==> config.mk <==
export PLATFORM = sky130hd
export DESIGN_NAME = regfile_mp_flat
export DESIGN_NICKNAME = d
export VERILOG_FILES = /design/src/rtl/regfile_mp_if.sv /design/src/rtl/regfile_mp.sv /design/src/flat_wrapper.sv
export SDC_FILE = /design/constraint.sdc
export NUM_CORES = 2
export LEC_CHECK = 0
export CORE_MARGIN = 2
export CORE_UTILIZATION = 60
export DETAILED_ROUTE_END_ITERATION = 7
export GPL_TIMING_DRIVEN = 0
export PLACE_DENSITY = 0.86
export SKIP_CTS_REPAIR_TIMING = 1
export SKIP_LAST_GASP = 1
export SLEW_MARGIN = 10
export SYNTH_ARGS = -nofsm -noshare
export SYNTH_HDL_FRONTEND = slang
export SYNTH_SLANG_ARGS = --single-unit
==> constraint.sdc <==
create_clock -name clk -period 2.2 [get_ports clk]
set_clock_uncertainty 0.05 [all_clocks]
set_input_delay 0.33 -clock clk [delete_from_list [all_inputs] [get_ports clk]]
set_output_delay 0.33 -clock clk [all_outputs]
set_load 0.05 [all_outputs]
==> src/rtl/regfile_mp_if.sv <==
// Register-file bus: two-port-class reads, writeback write, scoreboard reserve/flush.
// master = decode/writeback side, slave = register file.
interface regfile_mp_if #(
    parameter int DATA_W   = 32,
    parameter int NUM_REGS = 32,
    parameter int NREAD    = 2
);
    localparam int AW = $clog2(NUM_REGS);

    logic [NREAD-1:0]        rd_en;
    logic [NREAD*AW-1:0]     rd_addr;
    logic [NREAD*DATA_W-1:0] rd_data;
    logic [NREAD-1:0]        rd_valid;
    logic                    wr_en;
    logic [AW-1:0]           wr_addr;
    logic [DATA_W-1:0]       wr_data;
    logic                    rsv_en;
    logic [AW-1:0]           rsv_addr;
    logic                    flush;
    logic [NUM_REGS-1:0]     pending;

    modport master (
        output rd_en, rd_addr, wr_en, wr_addr, wr_data, rsv_en, rsv_addr, flush,
        input  rd_data, rd_valid, pending
    );

    modport slave (
        input  rd_en, rd_addr, wr_en, wr_addr, wr_data, rsv_en, rsv_addr, flush,
        output rd_data, rd_valid, pending
    );
endinterface

==> src/rtl/regfile_mp.sv <==
// Multi-read-port register file with pending-write scoreboard; reads have 1-cycle registered latency.
// No backpressure. Optional write-to-read forwarding under macro REGFILE_BYPASS_EN.
module regfile_mp #(
    parameter int DATA_W   = 32,
    parameter int NUM_REGS = 32,
    parameter int NREAD    = 2,
    parameter int ZERO_REG = 1
) (
    input logic         clk,
    input logic         rst_n,
    regfile_mp_if.slave bus
);
    localparam int AW = $clog2(NUM_REGS);

    logic [DATA_W-1:0]   regs [NUM_REGS];
    logic [NUM_REGS-1:0] pend_q;
    logic [NUM_REGS-1:0] pend_d;
    logic                wr_ok;
    logic                rsv_ok;

    logic [AW-1:0]       ra     [NREAD];
    logic [DATA_W-1:0]   rdat_d [NREAD];
    logic [DATA_W-1:0]   rdat_q [NREAD];
    logic [NREAD-1:0]    rvld_d;
    logic [NREAD-1:0]    rvld_q;

    assign wr_ok  = bus.wr_en  && !((ZERO_REG != 0) && (bus.wr_addr  == '0));
    assign rsv_ok = bus.rsv_en && !((ZERO_REG != 0) && (bus.rsv_addr == '0));

    // Reserve is applied last: it belongs to a younger instruction than the write.
    always_comb begin
        pend_d = bus.flush ? '0 : pend_q;
        if (wr_ok)  pend_d[bus.wr_addr]  = 1'b0;
        if (rsv_ok) pend_d[bus.rsv_addr] = 1'b1;
    end

    always_ff @(posedge clk or negedge rst_n) begin
        if (!rst_n) begin
            for (int r = 0; r < NUM_REGS; r++) regs[r] <= '0;
            pend_q <= '0;
        end else begin
            if (wr_ok) regs[bus.wr_addr] <= bus.wr_data;
            pend_q <= pend_d;
        end
    end

    always_comb begin
        for (int i = 0; i < NREAD; i++) begin
            ra[i] = bus.rd_addr[i*AW +: AW];
        end
    end

    always_comb begin
        for (int i = 0; i < NREAD; i++) begin
            rdat_d[i] = regs[ra[i]];
            rvld_d[i] = ~pend_q[ra[i]];
`ifdef REGFILE_BYPASS_EN
            if (wr_ok && (bus.wr_addr == ra[i])) begin
                rdat_d[i] = bus.wr_data;
                rvld_d[i] = !(rsv_ok && (bus.rsv_addr == ra[i]));
            end
`endif
            if ((ZERO_REG != 0) && (ra[i] == '0)) begin
                rdat_d[i] = '0;
                rvld_d[i] = 1'b1;
            end
        end
    end

    always_ff @(posedge clk or negedge rst_n) begin
        if (!rst_n) begin
            for (int i = 0; i < NREAD; i++) rdat_q[i] <= '0;
            rvld_q <= '0;
        end else begin
            for (int i = 0; i < NREAD; i++) begin
                if (bus.rd_en[i]) rdat_q[i] <= rdat_d[i];
            end
            rvld_q <= bus.rd_en & rvld_d;
        end
    end

    always_comb begin
        bus.rd_data = '0;
        for (int i = 0; i < NREAD; i++) begin
            bus.rd_data[i*DATA_W +: DATA_W] = rdat_q[i];
        end
    end

    assign bus.rd_valid = rvld_q;
    assign bus.pending  = pend_q;
endmodule
==> src/flat_wrapper.sv <==
// flat-port wrapper written by rule: the top's interface ports become plain ports
module regfile_mp_flat 
#(
    parameter int DATA_W   = 32,
    parameter int NUM_REGS = 32,
    parameter int NREAD    = 2,
    parameter int ZERO_REG = 1
)
  (clk, rst_n, bus_rd_en, bus_rd_addr, bus_wr_en, bus_wr_addr, bus_wr_data, bus_rsv_en, bus_rsv_addr, bus_flush, bus_rd_data, bus_rd_valid, bus_pending);
  regfile_mp_if #(.DATA_W(DATA_W), .NUM_REGS(NUM_REGS), .NREAD(NREAD)) bus_i ();
  input logic clk;
  input logic rst_n;
  input wire logic [$bits(bus_i.rd_en)-1:0] bus_rd_en;
  input wire logic [$bits(bus_i.rd_addr)-1:0] bus_rd_addr;
  input wire logic [$bits(bus_i.wr_en)-1:0] bus_wr_en;
  input wire logic [$bits(bus_i.wr_addr)-1:0] bus_wr_addr;
  input wire logic [$bits(bus_i.wr_data)-1:0] bus_wr_data;
  input wire logic [$bits(bus_i.rsv_en)-1:0] bus_rsv_en;
  input wire logic [$bits(bus_i.rsv_addr)-1:0] bus_rsv_addr;
  input wire logic [$bits(bus_i.flush)-1:0] bus_flush;
  output wire logic [$bits(bus_i.rd_data)-1:0] bus_rd_data;
  output wire logic [$bits(bus_i.rd_valid)-1:0] bus_rd_valid;
  output wire logic [$bits(bus_i.pending)-1:0] bus_pending;
  assign bus_i.rd_en = bus_rd_en;
  assign bus_i.rd_addr = bus_rd_addr;
  assign bus_i.wr_en = bus_wr_en;
  assign bus_i.wr_addr = bus_wr_addr;
  assign bus_i.wr_data = bus_wr_data;
  assign bus_i.rsv_en = bus_rsv_en;
  assign bus_i.rsv_addr = bus_rsv_addr;
  assign bus_i.flush = bus_flush;
  assign bus_rd_data = bus_i.rd_data;
  assign bus_rd_valid = bus_i.rd_valid;
  assign bus_pending = bus_i.pending;
  regfile_mp #(.DATA_W(DATA_W), .NUM_REGS(NUM_REGS), .NREAD(NREAD), .ZERO_REG(ZERO_REG)) u_core (.clk(clk), .rst_n(rst_n), .bus(bus_i));
endmodule
==> metrics.txt <==
final hold vios 112; initial antenna violation count 15; net count after synthesis 4453; ANT nets after route 0; post-synthesis mux area share 0.391; Initial Utilization 0.605; DP Wirelength 150000 um; total wire length 231000 um; main area contributors after synthesis dfrtp_1, mux2_2, mux4_2; Synth Instances 4394; RSZ-0062 raised after global routing true; Hold Crit Class in2async; Mapped Area 59300 um2; Slew HR 0.0791; IO Port Bufs 142; share of synthesized registers carrying an async set or reset 1.00; clock slew at reported path FFs 60 ps; worst-margin pin slew 1380 ps; maximum VDD drop 0.722 mV; Mean Syn Cell Area 13.5 um2; Adder-Cell Fraction of Synth Area 0; Max Root-Sink Buffers 3; first-pass GRT wire length 320000 um; Synth Area in Compound Gates 0.0710; FF+latch count, synth 1122; fin crit share 1.18; worst hold slack -468 ps; status complete, but fails checks; maximum number of pins on one net before global-route repair 172; wire length per cell 38.1 um; top-count cell post-synth dfrtp_1; core area 98100 um2; share of the synthesized area in the top cell type 0.473; Iter 0 DRT Violations 7868; FILL cells 6424; post-synthesis simple-gate area fraction 0.0265; nets 4734; Placed Cells 5830; overflow left after global routing 0; layout cells sized above 1 0.411; Power Internal 43.7 mW; Ys Warns 0; Switching Share 0.297; clk root buf clkbuf_16; Startpoint Class input pin; CP endpoint kind flop; die width 318 um; clock sink count 1122; DRC Markers 8; post-synthesis sequential area ratio 0.473; Via-to-Cell Ratio 7.68; XOR/XNOR Fraction of Synth Area 0; combinational share of power 0.217; die area 101000 um2; CP cell instances clkdlybuf4s50_1 -> nand3b_1 -> nor2_2 -> clkbuf_2 -> mux2_2; Layout Cells excl Fill 6066; via count 46600; Setup-failing EPs final 327; worst skew pair latency 730 ps; max incr delay on CP 700 ps; Main synth FF type dfrtp_1; maximum level of the CTS H-tree 3; final slew viol count 0; Pre-antenna DRT Iters 8; WP data required 2750 ps; Worst path slowest cell nor2_2; crit path max fanout 10; area occupied by multi-input gates 30100 um2; fin worst setup slack -387 ps; CTS Buf Count 114; failing checks design-rule violations, negative hold slack, negative setup slack; vias in the first global route 45800; P_sw 18.4 mW; synthesis-to-finish area growth 15.6%; Die Span Y 318 um; minimum clock period 2590 ps; crit path kind in2reg; GP Congestion 1.01; crit path DAT 3140 ps; I/O pin total 157; FF/Latch Area 28100 um2; fmax 387 MHz; largest family of logic cells by synthesized area multiplexers; unique cell type count in the Yosys netlist 42; Flop pwr share 0.441; leading area contributor after synthesis dfrtp_1; EDFF count, synth 0; setup TNS -25010 ps; Rows 115; CTS tree yes; GR Util All Layers 0.443; MaxCap Viol Count 0; Synth top cells by count dfrtp_1, mux2_2, mux2i_1, clkbuf_1, mux4_2; P per Cell Area 905 nW/um2; clock group share of total power 0.342; Leak Pwr 32.0 nW
==> sequential cells by signal, indices dropped and copies added, names as in the netlist <==
| register | flops |
|---|---|
| u_core.bus.pending | 32 |
| u_core.bus.rd_valid | 2 |
| u_core.regs | 1024 |
| u_core.bus.rd_data | 64 |
==> cells in the final DEF, fill, tap and decap left out, types with 6 or more instances in the layout <==
| master | instances |
|---|---|
| bufinv_16 | 16 |
| a2111oi_1 | 8 |
| clkbuf_8 | 30 |
| clkbuf_1 | 195 |
| o32ai_1 | 12 |
| clkbuf_2 | 112 |
| a211oi_1 | 63 |
| buf_2 | 65 |
| clkbuf_4 | 51 |
| buf_6 | 32 |
| nand2_1 | 146 |
| a21o_1 | 58 |
| buf_4 | 52 |
| dfrtp_1 | 1122 |
| a31oi_2 | 19 |
| a2111oi_2 | 31 |
| buf_16 | 8 |
| nand3_1 | 19 |
| mux4_2 | 265 |
| buf_1 | 7 |
| a31oi_1 | 26 |
| diode_2 | 12 |
| nor2_4 | 11 |
| a2111oi_4 | 17 |
| clkbuf_16 | 117 |
| nor2b_1 | 67 |
| nand2_2 | 6 |
| a22o_1 | 7 |
| clkinv_2 | 18 |
| mux2_2 | 1057 |
| inv_1 | 15 |
| a22oi_1 | 193 |
| mux2i_1 | 532 |
| dlymetal6s2s_1 | 95 |
| o21ai_0 | 16 |
| a31oi_4 | 13 |
| clkdlybuf4s50_1 | 40 |
| nand3b_1 | 28 |
| a21oi_1 | 129 |
==> power groups by stage <==
stage / clock [mW] / sequential (mW) / combinational (mW)
2_1_floorplan: 0 / 27.1 / 8.45
3_3_place_gp: 0 / 27.2 / 11.8
3_5_place_dp: 0 / 27.4 / 12.5
4_1_cts: 21.0 / 27.1 / 12.6
5_1_grt: 21.8 / 27.6 / 14.0
6_report: 21.2 / 27.4 / 13.5
==> worst paths after layout <==
| path | depth (start not counted) | from | endpoint | slack [ps] |
|---|---|---|---|---|
| hold / removal | 1 | rst_n | u_core.regs[929] | -470 |
| setup / recovery | 5 | bus_wr_addr[1] | u_core.regs[331] | -390 |
| hold reg to reg | 1 | u_core.bus.rd_data[44] | u_core.bus.rd_data[44] | 420 |
| min in group clk | 3 | bus_rsv_addr[3] | u_core.bus.pending[25] | 30 |
| setup reg to reg | 5 | u_core.bus.pending[26] | u_core.bus.rd_valid[1] | 10 |
| max in group asynchronous | 4 | rst_n | u_core.regs[312] | 360 |
==> per-layer routing <==
layer / up-vias / routed length (um) / global-route usage
met2: 4483 / 97600 / 0.624
li1: 17200 / - / -
met3: 1383 / 35600 / 0.205
met1: 23500 / 77400 / 0.533
met5: - / 276 / 0.00709
met4: 24 / 20200 / 0.322
==> cell families (layout without fill, tap and decap cells) <==
| kind of cell | after synthesis | after routing |
|---|---|---|
| multiplexers | 1857 | 1857 |
| flip-flops | 1122 | 1122 |
| AO/OA/AOI/OAI | 607 | 607 |
| buffers and inverters | 496 | 869 |
| AND/OR/NAND/NOR | 312 | 312 |
| other | 0 | 12 |
==> worst max-delay path, delay by kind of cell <==
kind | cells | cell delay [ps]
multiplexers | 1 | 410
buffers and inverters | 2 | 1170
AND/OR/NAND/NOR | 2 | 1210
==> final cells by class <==
| class | count | area share |
|---|---|---|
| well taps | 1287 | 0.0235 |
| inverters | 15 | 0.000821 |
| flip-flops and latches | 1122 | 0.409 |
| clock buffers | 169 | 0.0496 |
| clock inverters | 39 | 0.00903 |
| diodes | 12 | 0.000438 |
| plain buffers | 478 | 0.0387 |
| repair buffers | 168 | 0.0300 |
| multi-input cells | 2776 | 0.438 |
==> per-stage QoR <==
step	hold slack, ps	power, mW	instance area, um2	util	setup slack (ps)
2_1_floorplan	-15.6	35.5	59300	-	35.3
3_3_place_gp	410	38.9	62400	0.636	-49210
3_5_place_dp	293	39.9	62600	0.638	-2760
4_1_cts	-443	60.7	66600	0.679	-2050
5_1_grt	-439	63.5	68500	0.698	-289
6_report	-468	62.1	68600	0.699	-387
(Power assumes the default switching activity.)
